**config.mk**
```make
export PLATFORM = sky130hd
export DESIGN_NAME = stack_seq4
export DESIGN_NICKNAME = d
export VERILOG_FILES = /design/src/rtl/stack_seq4.sv
export SDC_FILE = /design/constraint.sdc
export NUM_CORES = 1
export LEC_CHECK = 0
export CORE_AREA = 2 2 144 146
export CTS_BUF_LIST = sky130_fd_sc_hd__clkbuf_4 sky130_fd_sc_hd__clkbuf_8 sky130_fd_sc_hd__clkbuf_16
export CTS_CLUSTER_DIAMETER = 100
export CTS_CLUSTER_SIZE = 40
export DETAILED_ROUTE_END_ITERATION = 6
export DIE_AREA = 0 0 146 148
export GPL_TIMING_DRIVEN = 0
export PLACE_DENSITY_LB_ADDON = 0.3
export SYNTH_ARGS = -nofsm -noshare
export SYNTH_HDL_FRONTEND = slang
export SYNTH_SLANG_ARGS = --single-unit
```
**constraint.sdc**
```tcl
create_clock -name clk -period 11.6 [get_ports clk]
set_input_delay 2.32 -clock clk [delete_from_list [all_inputs] [get_ports clk]]
set_output_delay 2.32 -clock clk [all_outputs]
set_load 0.005 [all_outputs]
```
**src/rtl/stack_seq4.sv**
```systemverilog
// Per-thread command holding registers for the four-thread barrel data stack.
// Each command is issued in its thread's slot; the pre-operation head is returned one cycle later.
module stack_seq4 #(
  parameter int unsigned WIDTH = 16,
  parameter int unsigned DEPTH = 18
) (
  input  logic             clk,
  input  logic             reset,
  input  logic             cmd_valid,
  output logic             cmd_ready,
  input  logic [1:0]       cmd_thread,
  input  logic             cmd_we,
  input  logic [1:0]       cmd_delta,
  input  logic [WIDTH-1:0] cmd_wd,
  output logic             stk_we,
  output logic [1:0]       stk_delta,
  output logic [WIDTH-1:0] stk_wd,
  input  logic [WIDTH-1:0] stk_rd,
  output logic [1:0]       slot,
  output logic             rsp_valid,
  output logic [1:0]       rsp_thread,
  output logic [WIDTH-1:0] rsp_data,
  input  logic             err_clear,
  output logic [3:0]       err_over,
  output logic [3:0]       err_under
);

  localparam int unsigned DW = $clog2(DEPTH + 2);
  localparam logic [DW-1:0] DMAX = DW'(DEPTH + 1);

  logic [1:0]       slot_q, slot_d;
  logic [3:0]       pend_q, pend_d;
  logic [3:0]       we_q, we_d;
  logic [1:0]       delta_q [4];
  logic [1:0]       delta_d [4];
  logic [WIDTH-1:0] wd_q [4];
  logic [WIDTH-1:0] wd_d [4];
  logic [DW-1:0]    depth_q [4];
  logic [DW-1:0]    depth_d [4];
  logic             rsp_valid_q, rsp_valid_d;
  logic [1:0]       rsp_thread_q, rsp_thread_d;
  logic [WIDTH-1:0] rsp_data_q, rsp_data_d;
  logic [3:0]       err_over_q, err_over_d;
  logic [3:0]       err_under_q, err_under_d;
  logic             issue;

  assign issue = pend_q[slot_q];

  always_comb begin
    slot_d       = slot_q + 2'd1;
    pend_d       = pend_q;
    we_d         = we_q;
    delta_d      = delta_q;
    wd_d         = wd_q;
    depth_d      = depth_q;
    rsp_valid_d  = issue;
    rsp_thread_d = rsp_thread_q;
    rsp_data_d   = rsp_data_q;
    err_over_d   = err_clear ? '0 : err_over_q;
    err_under_d  = err_clear ? '0 : err_under_q;
    stk_we       = 1'b0;
    stk_delta    = '0;
    stk_wd       = '0;
    cmd_ready    = !pend_q[cmd_thread];

    if (issue) begin
      stk_we         = we_q[slot_q];
      stk_delta      = delta_q[slot_q];
      stk_wd         = wd_q[slot_q];
      pend_d[slot_q] = 1'b0;
      rsp_thread_d   = slot_q;
      rsp_data_d     = stk_rd;
      // Error set is applied after the clear so a same-cycle error leaves its flag set.
      if (delta_q[slot_q] == 2'b01) begin
        if (depth_q[slot_q] == DMAX) err_over_d[slot_q] = 1'b1;
        else depth_d[slot_q] = depth_q[slot_q] + DW'(1);
      end else if (delta_q[slot_q] == 2'b11) begin
        if (depth_q[slot_q] == '0) err_under_d[slot_q] = 1'b1;
        else depth_d[slot_q] = depth_q[slot_q] - DW'(1);
      end
    end

    if (cmd_valid && cmd_ready) begin
      pend_d[cmd_thread]  = 1'b1;
      we_d[cmd_thread]    = cmd_we;
      delta_d[cmd_thread] = cmd_delta;
      wd_d[cmd_thread]    = cmd_wd;
    end
  end

  always_ff @(posedge clk or posedge reset) begin
    if (reset) begin
      slot_q       <= '0;
      pend_q       <= '0;
      we_q         <= '0;
      rsp_valid_q  <= 1'b0;
      rsp_thread_q <= '0;
      rsp_data_q   <= '0;
      err_over_q   <= '0;
      err_under_q  <= '0;
      for (int unsigned i = 0; i < 4; i++) begin
        delta_q[i] <= '0;
        wd_q[i]    <= '0;
        depth_q[i] <= '0;
      end
    end else begin
      slot_q       <= slot_d;
      pend_q       <= pend_d;
      we_q         <= we_d;
      delta_q      <= delta_d;
      wd_q         <= wd_d;
      depth_q      <= depth_d;
      rsp_valid_q  <= rsp_valid_d;
      rsp_thread_q <= rsp_thread_d;
      rsp_data_q   <= rsp_data_d;
      err_over_q   <= err_over_d;
      err_under_q  <= err_under_d;
    end
  end

  assign slot       = slot_q;
  assign rsp_valid  = rsp_valid_q;
  assign rsp_thread = rsp_thread_q;
  assign rsp_data   = rsp_data_q;
  assign err_over   = err_over_q;
  assign err_under  = err_under_q;

endmodule

```
**Word level (Yosys, flattened, before mapping)**

Index checks and enable logic that the tools add are counted.

- Register bits: 129
- Bits of input ports: 41
- Output and inout bits: 49
- Word-level logic and storage cells: 100

- $add $sub $neg: 3
- $lt $le $gt $ge: 8
- Equal/unequal tests: 5
- Muxes and demuxes: 48
- Bitwise logic cells: 7
- Reductions and logical operators: 9

Operator list:

| kind | count |
|---|---|
| 2-to-1 mux 20 bit | 4 |
| bitwise mux 64 bit | 1 |
| 2-to-1 mux 16 bit | 4 |
| 2-to-1 mux 4 bit | 11 |
| bitwise mux 20 bit | 2 |
| binary-select mux 16 bit (select 2 bit) | 1 |
| demux 16 bit (select 2 bit) | 1 |
| 2-to-1 mux 5 bit | 3 |
| bitwise OR 4 bit | 3 |
| binary-select mux 5 bit (select 2 bit) | 1 |
| demux 5 bit (select 2 bit) | 1 |
| bitwise mux 8 bit | 1 |
| 2-to-1 mux 2 bit | 4 |
| binary-select mux 1 bit (select 2 bit) | 3 |
| greater-or-equal comparator 3 bit, second input constant | 2 |
| < comparator 2 x 3 -> 1 bit, second input constant | 2 |
| < comparator 3 x 1 -> 1 bit, second input constant | 2 |
| 2-to-1 mux 1 bit | 6 |
| inverter 2 -> 3 bit | 2 |
| adder 5 x 1 -> 5 bit, second input constant | 1 |
| equality test 5 bit, second input constant | 1 |
| logical AND 1 bit | 5 |
| zero test 5 bit | 1 |
| subtractor 5 x 1 -> 5 bit, second input constant | 1 |
| other kinds (14) | 17 |

**Logic depth before layout (Yosys ltp)**

- Depth after elaboration: 9
- Depth in mapped cells: 7
- Mapped depth without buffers: 6

**Least setup slack after synthesis**

Ideal clock, no wire load.

- Path kind: in2out
- Start point: input cmd_thread[0]
- End point: output cmd_ready
- Arrival time: 2.852 ns
- Required time: 9.280 ns
- Setup slack: 6.428 ns
- Cell stages on the path: 2
- Path buffers: 0
- Cell sequence: mux4_2 > inv_1

- Longest elaborated chain between the ends: 3

RTL lines:

| item | RTL line | source |
|---|---|---|
| from (decl) | 11 | `input logic [1:0] cmd_thread,` |
| binary-select mux 1 bit (select 2 bit) | 64 | `cmd_ready = !pend_q[cmd_thread];` |
| 2-to-1 mux 1 bit (not written as such) | 64 |  |
| zero test 1 bit | 64 |  |
| to (decl) | 10 | `output logic cmd_ready,` |

Every way passes these cells. The select of a mux whose other input is x is not followed.

**Final worst setup path**

Ends and elaborated chain as after synthesis.

==> metrics.csv <==
metric,value,unit
status,"finished, final reports clean",
leakage,3.17,nW
track_usage,13.7,%
synth_ff_type,dfrtp_1,
ios,90,
cp-start-kind,primary input,
diodes,0,
synth_seq_area_share,54.2,%
syn2layout_area_growth,31.2,%
die_h,148,um
drtPass1Iterations,4,
yosysUniqueCellTypes,34,
synthesis.area,0.00596,mm2
grt_overflow,0,
rsz0062_at_grt,no,
cp.required,9.28,ns
antenna_found_initial,0,
critPathMaxFanout,5,
hold_viol_final,0,
hold_slack,0.484,ns
clock_latency,0.41,ns
numCtsBuffers,17,
postCtsResizedCells,0,
core,0.0200,mm2
start_util,29.7,%
final-setup-viol-count,0,
crit_type,primary input to primary output,
post-place-ws,5.25,ns
netlist_top_cells_count,"dfrtp_1 (129), mux2_2 (93), mux4_2 (28)",
fmax,0.158,GHz
route.detailed.drc,0,
synth_fp_nets,445,
worst_pin_slew,0.816,ns
clock-sinks,129,
wl_per_cell,17.8,um
drtIter0Drc,158,
post-route-min-period,6.34,ns
worstPathArrival,4.02,ns
die_area,0.0216,mm2
yosysMostFrequentCell,dfrtp_1,
nNetsFinal,553,
ir_drop,0.0939,mV
fp-row-count,52,
async_reset_ff_share,100,%
setup_slack,5.26,ns
relSlewSlack,45.6,%
place_area,0.00721,mm2
grt_max_degree,98,
endpoint_kind,primary output,
cts_setup_buffers,0,
yosys_warnings,0,
root_buffer,clkbuf_16,
yosys.area.top_type,dfrtp_1,
h-tree-depth,4,
cts_max_path_buffers,2,
ant_nets,0,
drive_gt1_share,31.7,%
p_per_area,252,mW/mm2
fin_area,0.00782,mm2
ys_ff_latch,129,
die_width,146,um
clkSlewWorstSetupHoldPaths,0.05,ns
syn_area_per_cell,15.0,um2
via_per_inst,4.66,
dp_hpwl,9930,um
finalCritPeriodShare,54.7,%
cts_tree,done,
syn-instance-count,397,
numPortBuffers,88,
synthTopCellsByArea,"dfrtp_1 (54%), mux2_2 (18%), mux4_2 (11%)",
grt_pass1_wl,23000,um
synth_top_area_share,54.2,%
drv_cap,0,
synth_enable_flop_cells,0,
wirelength,14000,um
vias,3669,
clock_skew,0.00523,ns
cts_hold_buf,0,
hold_class,flop to flop,
layoutNonFillerInstCount,788,
gp_congestion,0.742,
maxSlewViolCount,0,
fin_tns_setup,0,ns
grt_pass1_vias,4176,
dpl.cell_count,756,
==> area by class of cell <==
class                      instances  area [um2]
buffer                            19        81.3
clock buffer                      22         475
clock inverter                    10         134
fill                            1907       12200
inverter                          19        76.3
multi-input combinational        230        2570
sequential                       129        3230
tap                              270         338
timing repair buffer              89         908
==> worst max-delay path: stages <==
cell,delay [ns]
clkdlybuf4s50_1,0.57
mux4_2,0.53
inv_1,0.08
clkdlybuf4s50_1,0.51
==> sequential cells by signal, indices dropped and copies added (netlist names), named ones only <==
register	flops
delta_q	8
wd_q	64
err_under	4
rsp_data	16
rsp_valid	1
rsp_thread	2
slot	2
err_over	4
depth_q	16
pend_q	4
we_q	4
==> layer usage <==
layer  GRT usage, %  up-vias  part of all wire (%)
li1               -     1668                     -
met1           17.0     1904                    44
met2           22.6       87                    49
met3           5.00       10                   6.1
met4           4.17        0                   1.0
met5              0        -                     0
==> cell usage in the layout (no fill, tap or decap), types with 13 or more instances in the layout <==
cell type	n
mux2_2	93
mux2_1	16
and2_1	19
inv_1	18
clkbuf_1	13
clkdlybuf4s50_1	88
mux4_2	28
clkbuf_16	17
dfrtp_1	129
==> metrics by stage <==
stage	utilization, %	power [mW]
final	39.0	1.97
after global routing	39.0	2.09
after CTS	39.0	2.00
after detailed placement	36.0	1.44
after global placement	35.8	1.40
after floorplan	-	1.16
==> where the power goes <==
| part | internal, mW | leakage, nW | switching [mW] |
|---|---|---|---|
| clock network | 0.355 | 0.300 | 0.191 |
| registers | 0.657 | 1.55 | 0.114 |
| logic | 0.412 | 1.32 | 0.240 |
| total | 1.42 | 3.17 | 0.545 |
==> logic make-up after synthesis <==
family	synth area share (%)
mux	31.7
flops	54.2
simple gates	6.64
buf+inv	2.56
compound gates	2.98
fa+ha+maj	1.47
xor+xnor	0.441
==> worst paths after layout <==
kind / from / end / slack, ns / cells past startpoint
min in group asynchronous: reset / rsp_data[2] / 2.26 / 2
min: depth_q[13] / depth_q[13] / 0.48 / 1
max in group asynchronous: reset / wd_q[57] / 8.57 / 3
min reg2reg: depth_q[13] / depth_q[13] / 0.48 / 1
max: cmd_thread[0] / cmd_ready / 5.26 / 4
max reg2reg: slot[0] / flop / 8.90 / 6
No activity file was read; power rests on OpenSTA's default activity.
